[src/rtl/backplane_clock_tx.sv]
// backplane_clock_tx: free-running square wave on the backplane clock line,
// with an optional sync marker (one extended high phase) inserted on request.
// All outputs are registered. They are decoded from the state held in the
// previous cycle, so ext_clk and its strobes trail the phase state by one edge.
module backplane_clock_tx #(
  parameter int unsigned HALF_PERIOD = 8,
  parameter int unsigned SYNC_HIGH   = 160
) (
  input  logic        clk,
  input  logic        rst,
  input  logic        enable,
  input  logic        sync_req,
  output logic        ext_clk,
  output logic        rise,
  output logic        fall,
  output logic        sync_pending,
  output logic        sync_done,
  output logic [15:0] sync_count
);

  typedef enum logic [1:0] {
    S_IDLE,
    S_LOW,
    S_HIGH,
    S_SYNC
  } state_t;

  localparam logic [7:0] HP_M1 = 8'(HALF_PERIOD - 1);
  localparam logic [7:0] SH_M1 = 8'(SYNC_HIGH - 1);

  state_t      r_state;
  state_t      w_state_nxt;
  logic [7:0]  r_cnt;
  logic [7:0]  w_cnt_nxt;
  logic        w_take_sync;
  logic        w_hi;
  logic        w_done;

  logic        r_ext_clk;
  logic        r_rise;
  logic        r_fall;
  logic        r_pending;
  logic        r_in_sync;
  logic        r_done;
  logic [15:0] r_count;

  // Phase state and down-counter.
  always_ff @(posedge clk or negedge rst) begin
    if (!rst) begin
      r_state <= S_IDLE;
      r_cnt   <= '0;
    end else begin
      r_state <= w_state_nxt;
      r_cnt   <= w_cnt_nxt;
    end
  end

  // Next phase: a phase ends when the counter reaches zero.
  always_comb begin
    w_state_nxt = r_state;
    w_cnt_nxt   = r_cnt;
    w_take_sync = 1'b0;
    case (r_state)
      S_IDLE: begin
        if (enable) begin
          w_state_nxt = S_LOW;
          w_cnt_nxt   = HP_M1;
        end
      end
      S_LOW: begin
        if (r_cnt == '0) begin
          if (!enable) begin
            w_state_nxt = S_IDLE;
            w_cnt_nxt   = '0;
          end else if (r_pending) begin
            w_state_nxt = S_SYNC;
            w_cnt_nxt   = SH_M1;
            w_take_sync = 1'b1;
          end else begin
            w_state_nxt = S_HIGH;
            w_cnt_nxt   = HP_M1;
          end
        end else begin
          w_cnt_nxt = r_cnt - 8'd1;
        end
      end
      S_HIGH, S_SYNC: begin
        if (r_cnt == '0) begin
          w_state_nxt = S_LOW;
          w_cnt_nxt   = HP_M1;
        end else begin
          w_cnt_nxt = r_cnt - 8'd1;
        end
      end
      default: begin
        w_state_nxt = S_IDLE;
        w_cnt_nxt   = '0;
      end
    endcase
  end

  // Output decode: line level per phase, marker completion on the first low after SYNC.
  always_comb begin
    w_hi   = (r_state == S_HIGH) || (r_state == S_SYNC);
    w_done = (r_state == S_LOW) && r_in_sync;
  end

  // Registered line, edge strobes, marker completion and count.
  always_ff @(posedge clk or negedge rst) begin
    if (!rst) begin
      r_ext_clk <= 1'b0;
      r_rise    <= 1'b0;
      r_fall    <= 1'b0;
      r_in_sync <= 1'b0;
      r_done    <= 1'b0;
      r_count   <= '0;
    end else begin
      r_ext_clk <= w_hi;
      r_rise    <= w_hi & ~r_ext_clk;
      r_fall    <= ~w_hi & r_ext_clk;
      r_in_sync <= (r_state == S_SYNC);
      r_done    <= w_done;
      if (w_done) begin
        r_count <= r_count + 16'd1;
      end
    end
  end

  // Single-entry request latch; a new request wins over the clear on the same edge.
  always_ff @(posedge clk or negedge rst) begin
    if (!rst) begin
      r_pending <= 1'b0;
    end else if (sync_req) begin
      r_pending <= 1'b1;
    end else if (w_take_sync) begin
      r_pending <= 1'b0;
    end
  end

  assign ext_clk      = r_ext_clk;
  assign rise         = r_rise;
  assign fall         = r_fall;
  assign sync_pending = r_pending;
  assign sync_done    = r_done;
  assign sync_count   = r_count;

endmodule

[config.mk]
export PLATFORM = sky130hd
export DESIGN_NAME = backplane_clock_tx
export DESIGN_NICKNAME = d
export VERILOG_FILES = /design/src/rtl/backplane_clock_tx.sv
export SDC_FILE = /design/constraint.sdc
export NUM_CORES = 1
export LEC_CHECK = 0
export BUFFER_PORTS_ARGS = -buffer_cell sky130_fd_sc_hd__buf_2
export CORE_ASPECT_RATIO = 0.7
export CORE_MARGIN = 1.5
export CORE_UTILIZATION = 40
export CTS_BUF_LIST = sky130_fd_sc_hd__clkbuf_16
export DETAILED_ROUTE_END_ITERATION = 10
export PLACE_DENSITY = 0.64
export SLEW_MARGIN = 20
export SYNTH_ARGS = -nofsm -noshare
export SYNTH_HDL_FRONTEND = slang
export SYNTH_SLANG_ARGS = --single-unit
[constraint.sdc]
create_clock -name clk -period 2.66 [get_ports clk]
set_input_delay 0.665 -clock clk [delete_from_list [all_inputs] [get_ports clk]]
set_output_delay 0.665 -clock clk [all_outputs]
set_load 0.02 [all_outputs]
# Word level (Yosys, flattened, before mapping)

Index checks and enable logic that the tools add are counted.
Widths: inputs -> output; s select.

Register bits: 32
Bits of input ports: 4
Output and inout port bits: 21
Word-level logic and storage cells: 46

Add/subtract/negate cells: 2
Equality and inequality tests: 6
Mux-type cells: 18
Bitwise logic cells: 4
Reduce and logical (&&, ||, !) cells: 7

Operators with widths:

| operator              | number |
|---|---|
| $mux 8                | 5 |
| $pmux 8 s3            | 1 |
| $add 16x1->16 const B | 1 |
| $logic_not 8->1       | 1 |
| $mux 2                | 4 |
| $sub 8x1->8 const B   | 1 |
| $mux 1                | 7 |
| $ne 2x2->1 const B    | 3 |
| $pmux 2 s3            | 1 |
| $eq 2x2->1 const B    | 2 |
| $reduce_and 3->1      | 1 |
| $and 1x1->1           | 2 |
| $eq 2x1->1 const B    | 1 |
| $logic_not 2->1       | 1 |
| $not 1->1             | 2 |
| $reduce_bool 2->1     | 1 |
| $reduce_or 2->1       | 1 |
| $logic_and 1x1->1     | 1 |
| $logic_or 1x1->1      | 1 |

# Longest topological paths before layout

Gate-level depths: netlist of run 1.

Word-level depth: 6
Depth in mapped cells: 6
Mapped depth without buffers: 6

# Least setup slack after synthesis of run 1

OpenSTA, ideal clock, no wires.

Path type: register to register
From: register r_cnt[0]
To: register r_cnt[1]
Library setup time: 77 ps
Arrival: 1510 ps
Data required time: 2583 ps
Path slack: 1072 ps
Stages on the path, launching flop included: 7
Buffers on the path: 0
Cells stage by stage: dfrtp_1 -> inv_1 -> ha_1 -> nor4b_4 -> and2_4 -> mux2_2 -> a21oi_1

Word-level cells in the longest chain between the ends: 3

RTL lines:

| element                                               | line   | text |
|---|---|---|
| start, declared                                       | 33     | `logic [7:0] r_cnt;` |
| start signal, assigned                                | 54     | `r_cnt <= w_cnt_nxt;` |
| $sub 8x1->8 / $logic_not 8->1 (equally long branches) | --     |  |
| $mux 8 (on tied branches)                             | 88, 71 |  |
| $pmux 8 s3 (*)                                        | 63     | `case (r_state)` |

Mark *: on every way between the ends. The rest lies on a longest branch, timed or not.
A chain may end at the register's enable or synchronous reset.

# Final worst setup path of run 1

From: register r_cnt[0]
To: register r_cnt[3]

The elaborated chain is that of the path after synthesis.

==> results of run 1 <==
## worst paths after layout
kind | start | end
min | rst | r_cnt[2]
max | r_cnt[0] | r_cnt[3]
min in group clk | ext_clk | rise
min reg2reg | ext_clk | rise
max in group asynchronous | rst | rise
max reg2reg | r_cnt[0] | r_cnt[3]
## worst max-delay path: stages, from the launching register on
cell      delay [ns]
dfrtp_1         0.40
inv_1           0.11
ha_1            0.17
nor4b_4         0.26
nand2_1         0.19
o21ai_0         0.31
o221ai_1        0.15
## flip-flops by register name, indices dropped and copies added, names as in the netlist
name          count
fall              1
r_state           2
r_cnt             8
sync_pending      1
ext_clk           1
sync_count       16
r_in_sync         1
rise              1
sync_done         1
## through the flow
step	power (W)	instances	instance area, um^2	setup slack [ns]
2_1_floorplan	0.000503	147	1530	1.07
3_3_place_gp	0.000516	217	1700	1.00
3_5_place_dp	0.000516	217	1700	0.940
4_1_cts	0.00103	225	1840	0.928
5_1_grt	0.00106	225	1840	0.709
6_report	0.00102	225	1840	0.923
## logic make-up (layout without fill, tap and decap cells)
logic type	after synthesis	in the layout
AND/OR/NAND/NOR	62	62
flip-flops	32	32
AO/OA/AOI/OAI	23	23
XOR/XNOR	16	16
buffers and inverters	10	38
adder cells (fa/ha/maj)	3	3
multiplexers	1	1
## layout by cell type (no fill, tap or decap), drive strengths merged, types with 2 or more instances in the layout
cell | synthesis | routed
nor3 | 3 | 3
nand4 | 7 | 7
a21oi | 6 | 6
o21ai | 8 | 8
nand3b | 2 | 2
nor4b | 2 | 2
nor2b | 3 | 3
buf | 0 | 24
clkbuf | 4 | 5
inv | 6 | 8
xor2 | 4 | 4
and2 | 2 | 2
nor2 | 11 | 11
or2 | 3 | 3
nand3 | 7 | 7
dfrtp | 32 | 32
nand2 | 17 | 17
ha | 3 | 3
xnor2 | 12 | 12
## final cells by class
class                           count  share of cell area (%)
Tap cell                           50                    3.41
Sequential cell                    32                    43.6
Inverter                            6                    1.23
Timing Repair Buffer               24                    6.54
Clock buffer                        5                    6.82
Clock inverter                      3                   0.613
Multi-Input combinational cell    105                    37.8
## layer usage
layer  global-route usage [%]  wire [um]  up-vias  share of wire [%]
met2                     23.2       1210       35                 43
met5                        0          0        -                  0
met4                     8.02         27        0               0.95
met1                     20.4       1440      528                 51
met3                     4.17        164        2                5.8
li1                         -          -      569                  -
## where the power goes
part | switching [W] | internal, W | total, W | leakage, nW
logic | 0.0000110 | 0.00000339 | 0.0000144 | 0.398
clock network | 0.000173 | 0.000335 | 0.000508 | 0.0738
registers | 0.00000349 | 0.000490 | 0.000493 | 0.402
total | 0.000188 | 0.000828 | 0.00102 | 0.873
==> flow_metrics.tcl, run 1 <==
set metrics [dict create \
    core_area_um2 3600 \
    grt_start_max_net_pins 33 \
    cp.arrival_ns 1.85 \
    fin_tns_setup_ns 0 \
    finalMaxSlewViolations 0 \
    drive_above_1_share_pct 21.7 \
    peakVddDrop_uv 371 \
    synth_edf_count 0 \
    yosysTopAreaCell "dfrtp_1" \
    gp_congestion 0.856 \
    skew_ns 0.00173 \
    worst_pin_slew_ns 0.681 \
    async_flop_share_pct 100 \
    hold_buffers 0 \
    cts-buffers-inserted 5 \
    num_vias 1134 \
    post-route-period-util_pct 65.3 \
    seq_area_frac_synth_pct 52.3 \
    initial_core_util_pct 42.5 \
    cts_root_buffer "clkbuf_16" \
    reg2reg_depth 6 \
    status "complete, no violations" \
    setup.worst_path.start_class "flip-flop" \
    min_path_type "input port to asynchronous set/reset pin" \
    r2r_slack_ns 0.92 \
    hold_viol_final 0 \
    clock_path_buffers 2 \
    fp.dieW_um 77.0 \
    avgSynthCellArea_um2 10.4 \
    rows 18 \
    clk_pin_slew_worst_paths_ns 0.05 \
    io_buffer_count 24 \
    pin_count 25 \
    synthXorXnorAreaFrac_pct 9.15 \
    ys_warn_count 0 \
    rsz0062_at_grt "false" \
    ctsResizeCount 0 \
    synth_top_family_by_area "simple AND/OR/NAND/NOR gates" \
    routed_wl_um 2850 \
    cp_max_fo 5 \
    powerDensity_nw_per_um2 553 \
    syn2layout_area_growth_pct 19.9 \
    postRouteAntennaNets 0 \
    die_h_um 54.8 \
    synth_fa_ha_area_share_pct 2.45 \
    synth_common_cells "dfrtp_1, nand2_1, xnor2_1" \
    cap_violations 0 \
    grt_pass1_vias 1083 \
    multiInputGateArea_um2 693 \
    first_iter_violations 43 \
    crit_type "flip-flop to flip-flop" \
    cts_num_sinks 32 \
    synthMuxAreaShare_pct 0.735 \
    postCtsSetupBuffers 0 \
    synth_flop_cell "dfrtp_1" \
    ys_ff_latch 32 \
    nets 181 \
    synth_compound_area_share_pct 9.64 \
    leakage_nw 0.873 \
    regArea_um2 801 \
    final_util_pct 50.9 \
    antenna_found_initial 0 \
    dp_hpwl_um 2080 \
    yosysMostFrequentCell "dfrtp_1" \
    clock.fmax_ghz 0.576 \
    cp.required_ns 2.77 \
    synth_cell_types 38 \
    grt.overflow.total 0 \
    drt_first_pass_iters 4 \
    dieArea_um2 4210 \
    slew_headroom_pct 54.6 \
    viasPerCell 5.04 \
    post-route-drc-count 0 \
    cts_tree "built" \
    grt_pass1_wl_um 4780 \
    period_minus_slack_ns 1.74 \
    synthSimpleGateAreaFrac_pct 23.3 \
    setup_violations 0 \
    fillCellCount 333 \
    synth_cells 147 \
    holdWs_ns 0.439 \
    grt_usage_pct 15.3 \
    diodes 0 \
    ys_top_cells_by_area "dfrtp_1, xnor2_1, nand2_1" \
    cp-end-kind "flip-flop" \
    drt-wirelength-per-cell_um 12.6 \
    netlist.area_leader.share_pct 52.3 \
    htree_levels 2 \
    synth_nets 154 \
    synth_area_um2 1530 \
    worstSkewPairLatency_ns 0.26 \
]
No activity file was read; power rests on OpenSTA's default activity.
==> run 2: changes to the inputs <==
- PLACE_DENSITY: 0.64 -> 0.66
- clock period: 2.66 -> 1.46 ns (I/O delays scaled with it)
==> flow_metrics.tcl, run 2 (synthesized netlist as in run 1, its figures left out) <==
set metrics [dict create \
    placed_cell_area_um2 1910 \
    power_frac_seq_pct 47.4 \
    io_buffer_count 24 \
    pin_count 25 \
    hold_viol_final 4 \
    holdWs_ns -0.00642 \
    dp_hpwl_um 2500 \
    final_cell_mix "dfrtp_1, buf_2, buf_4, nand2_1, xnor2_1" \
    largest_reg_flops 16 \
    reg2reg_depth 6 \
    viasPerCell 5.12 \
    crit_type "flip-flop to flip-flop" \
    first_iter_violations 107 \
    period_minus_slack_ns 1.65 \
    die_h_um 54.8 \
    cp.required_ns 1.67 \
    violations "negative hold slack, negative setup slack" \
    r2r_slack_ns -0.19 \
    peakVddDrop_uv 580 \
    cp_slowest_cell "dfrtp_1" \
    r2r-end "r_cnt[1]" \
    combPwrFrac_pct 2.2 \
    cts_tree "built" \
    dieArea_um2 4210 \
    num_vias 1276 \
    grt_usage_pct 18.9 \
    fillCellCount 318 \
    powerDensity_nw_per_um2 888 \
    fin_total_pwr_w 0.00189 \
    rows 18 \
    cp.arrival_ns 1.86 \
    gp_congestion 0.879 \
    leakage_nw 1.01 \
    grt_pass1_vias 1240 \
    fin_tns_setup_ns -1.11 \
    clock_path_buffers 2 \
    grt_start_max_net_pins 19 \
    switching_share_pct 19.7 \
    clock.fmax_ghz 0.607 \
    clk_pin_slew_worst_paths_ns 0.05 \
    r2r-start "r_cnt[0]" \
    grt_pass1_wl_um 5800 \
    drive_above_1_share_pct 39.7 \
    place_ws_ns -0.127 \
    cp_max_fo 4 \
    nets 206 \
    cp-end-kind "flip-flop" \
    p_clk_share_pct 50.4 \
    slowest_delay_ns 0.40 \
    final_util_pct 59.0 \
    setup_slack_ns -0.187 \
    multiInputGateArea_um2 771 \
    cts-buffers-inserted 5 \
    antenna_found_initial 0 \
    critPathLaunch "r_cnt[0]" \
    skew_ns 0.00506 \
    post-route-period-util_pct 113 \
    syn2layout_area_growth_pct 38.9 \
    diodes 0 \
    cp_cell_sequence "inv_2 > ha_4 > nor4b_4 > and2_4 > mux2_4 > a21oi_2" \
    status "finished, violations left" \
    routed_wl_um 3550 \
    rsz0062_at_grt "true" \
    min_path_type "input port to asynchronous set/reset pin" \
    worst_pin_slew_ns 0.439 \
    cpLargestDelayFamily "simple AND/OR/NAND/NOR gates" \
    htree_levels 2 \
    internal_power_w 0.00152 \
    drt_first_pass_iters 4 \
    finalMaxSlewViolations 0 \
    postRouteAntennaNets 0 \
    regArea_um2 802 \
    initial_core_util_pct 42.5 \
    slew_headroom_pct 70.6 \
    cap_violations 0 \
    final_area_um2 2130 \
    cts_num_sinks 32 \
    setup_violations 11 \
    p_sw_w 0.000371 \
    worstSkewPairLatency_ns 0.28 \
    core_area_um2 3600 \
    fp.dieW_um 77.0 \
    cp_num_buf_inv 1 \
    setup.worst_path.start_class "flip-flop" \
    grt.overflow.total 0 \
    drt-wirelength-per-cell_um 14.3 \
    cts_root_buffer "clkbuf_16" \
    final_common_cell "dfrtp_1" \
    post-route-drc-count 0 \
]
run 2: how the worst max path moves through the flow:
stage,slack [ns],cells past startpoint,end
4_1_cts,-0.11,6,r_cnt[1]
6_report,-0.19,6,r_cnt[1]
3_3_place_gp,-0.06,6,r_cnt[3]
5_1_grt,-0.24,6,sync_pending
2_1_floorplan,-0.04,6,r_cnt[1]
3_5_place_dp,-0.13,6,sync_pending
run 2: timing repair:
action | 4_1_cts | 5_1_grt
setup buffers | 1 | 2
resized for setup | 6 | 14
hold buffers | 0 | 0
pin swaps | 3 | 6
endpoints found under the setup margin | 10 | 12
run 2: per-layer routing:
layer | track usage (%) | share of wire, %
met1 | 23.4 | 49
met2 | 31.4 | 46
met3 | 5.67 | 3.6
met4 | 8.33 | 1.3
met5 | 0 | 0
run 2: through the flow:
stage / std cells / hold slack (ns)
global route: 249 / 0.0195
global placement: 240 / 0.288
detailed placement: 240 / 0.301
CTS: 248 / 0.00634
finish: 249 / -0.00642
floorplan: 147 / 0.0694
run 2: area by class of cell:
| type | instances | area share, % |
|---|---|---|
| Inverter | 6 | 1.06 |
| Sequential cell | 32 | 37.7 |
| Tap cell | 50 | 2.94 |
| Multi-Input combinational cell | 105 | 36.2 |
| Clock inverter | 2 | 0.412 |
| Timing Repair Buffer | 49 | 15.8 |
| Clock buffer | 5 | 5.88 |
run 2: worst reg2reg max path, cell delays in order, from the launching register on:
cell and delay [ns]:
dfrtp_1 0.40, inv_2 0.09, ha_4 0.13, nor4b_4 0.33, and2_4 0.23, mux2_4 0.30
a21oi_2 0.10
run 2: power groups by stage:
stage	Clock, W	Combinational (W)	Sequential, W
after floorplan	0	0.00000788	0.000909
after global placement	0	0.0000417	0.000909
after detailed placement	0	0.0000424	0.000909
after CTS	0.000972	0.0000429	0.000895
after global routing	0.00103	0.0000486	0.000894
final	0.000952	0.0000417	0.000895
==> run 3: changes to the inputs <==
- CTS_BUF_LIST: sky130_fd_sc_hd__clkbuf_16 -> sky130_fd_sc_hd__clkbuf_8
==> flow_metrics.tcl, run 3 (synthesized netlist as in run 1, its figures left out) <==
set metrics [dict create \
    routed_wl_um 3660 \
    crit_type "flip-flop to flip-flop" \
    initial_core_util_pct 42.5 \
    dieArea_um2 4210 \
    grt_pass1_vias 1208 \
    rows 18 \
    holdWs_ns 0.263 \
    postRouteAntennaNets 0 \
    cts_root_buffer "clkbuf_8" \
    leakage_nw 1.02 \
    violations "negative setup slack" \
    grt_pass1_wl_um 5590 \
    die_h_um 54.8 \
    period_minus_slack_ns 1.69 \
    r2r-start "r_cnt[0]" \
    worst_pin_slew_ns 0.399 \
    drt_first_pass_iters 4 \
    pin_count 25 \
    syn2layout_area_growth_pct 40.0 \
    peakVddDrop_uv 504 \
    largest_reg_flops 16 \
    clk_pin_slew_worst_paths_ns 0.06 \
    worstSkewPairLatency_ns 0.27 \
    finalMaxSlewViolations 0 \
    cp.required_ns 1.63 \
    num_vias 1285 \
    post-route-drc-count 0 \
    cts-buffers-inserted 5 \
    cts_tree "built" \
    cp.arrival_ns 1.86 \
    diodes 0 \
    r2r-end "sync_pending" \
    r2r_slack_ns -0.23 \
    gp_congestion 0.879 \
    setup_slack_ns -0.232 \
    post-route-period-util_pct 116 \
    viasPerCell 5.06 \
    final_common_cell "dfrtp_1" \
    io_buffer_count 24 \
    status "finished, violations left" \
    htree_levels 2 \
    hold_viol_final 0 \
    rsz0062_at_grt "true" \
    dp_cells 240 \
    first_iter_violations 71 \
    hold_path_depth 2 \
    fp.dieW_um 77.0 \
    core_area_um2 3600 \
    cap_violations 0 \
    slew_headroom_pct 73.3 \
    drt-wirelength-per-cell_um 14.4 \
    antenna_found_initial 0 \
    grt_usage_pct 17.7 \
    setup.worst_path.start_class "flip-flop" \
    cp-end-kind "flip-flop" \
    hp-start "sync_req" \
    setup_violations 10 \
    holdPathEnd "sync_pending" \
    min_path_type "input port to flip-flop" \
    stdcell_count 254 \
    drive_above_1_share_pct 42.2 \
    reg2reg_depth 6 \
    cp_max_fo 4 \
    dp_hpwl_um 2500 \
    cts_num_sinks 32 \
    clock_path_buffers 2 \
    clock.fmax_ghz 0.591 \
    skew_ns 0.00579 \
    final_cell_mix "dfrtp_1, buf_2, buf_4, nand2_1, xnor2_1" \
    grt.overflow.total 0 \
    nets 211 \
    powerDensity_nw_per_um2 719 \
    grt_start_max_net_pins 19 \
]
[run 3: worst max-delay path: stages, from the launching register on]
cell and delay [ns]:
dfrtp_1 0.41, inv_2 0.11, ha_4 0.15, nor4b_4 0.32, nand3_2 0.17, or2_1 0.28
a21o_1 0.16
[run 3: per-layer routing]
layer / GRT usage, % / up-vias / part of all wire, %
li1: - / 622 / -
met1: 23.1 / 623 / 48
met2: 29.6 / 34 / 46
met3: 5.17 / 6 / 4.9
met4: 3.70 / 0 / 1.1
met5: 0 / - / 0
[run 3: final cells by class]
cell class / count / area (um^2)
fill: 312 / 1460
sequential: 32 / 802
tap: 50 / 62.6
multi-input combinational: 105 / 801
timing repair buffer: 54 / 379
clock inverter: 2 / 8.76
clock buffer: 5 / 68.8
inverter: 6 / 22.5
[run 3: worst max path at each step]
stage	startpoint	end	slack, ns	cells after the start
6_report	r_cnt[0]	sync_pending	-0.23	6
5_1_grt	r_cnt[0]	sync_pending	-0.26	6
4_1_cts	r_cnt[1]	r_cnt[1]	-0.11	6
3_5_place_dp	r_cnt[0]	sync_pending	-0.13	6
3_3_place_gp	r_cnt[1]	r_cnt[3]	-0.06	6
2_1_floorplan	r_cnt[0]	r_cnt[1]	-0.04	6
[run 3: timing repair]
action	CTS	global route
gates resized for setup	6	22
pin swaps	3	8
hold buffers	1	0
endpoints found under the setup margin	10	12
hold endpoints to repair	3	0
buffers inserted	1	5
[run 3: power by group]
group	leakage (nW)	switching, W	internal [W]
clock	0.0452	0.000290	0.000316
combinational	0.571	0.0000269	0.0000171
sequential	0.400	0.00000321	0.000890
total	1.02	0.000320	0.00122
[run 3: per-stage QoR]
| stage | area [um^2] | util (%) | TNS [ns] | power (W) | setup WS [ns] |
|---|---|---|---|---|---|
| global placement | 1910 | 52.9 | -0.260 | 0.000951 | -0.0551 |
| CTS | 2020 | 56.1 | -0.712 | 0.00157 | -0.111 |
| finish | 2140 | 59.5 | -1.58 | 0.00154 | -0.232 |
| detailed placement | 1910 | 52.9 | -0.746 | 0.000952 | -0.127 |
| floorplan | 1550 | - | -0.0677 | 0.000917 | -0.0416 |
| global route | 2140 | 59.5 | -2.15 | 0.00162 | -0.265 |
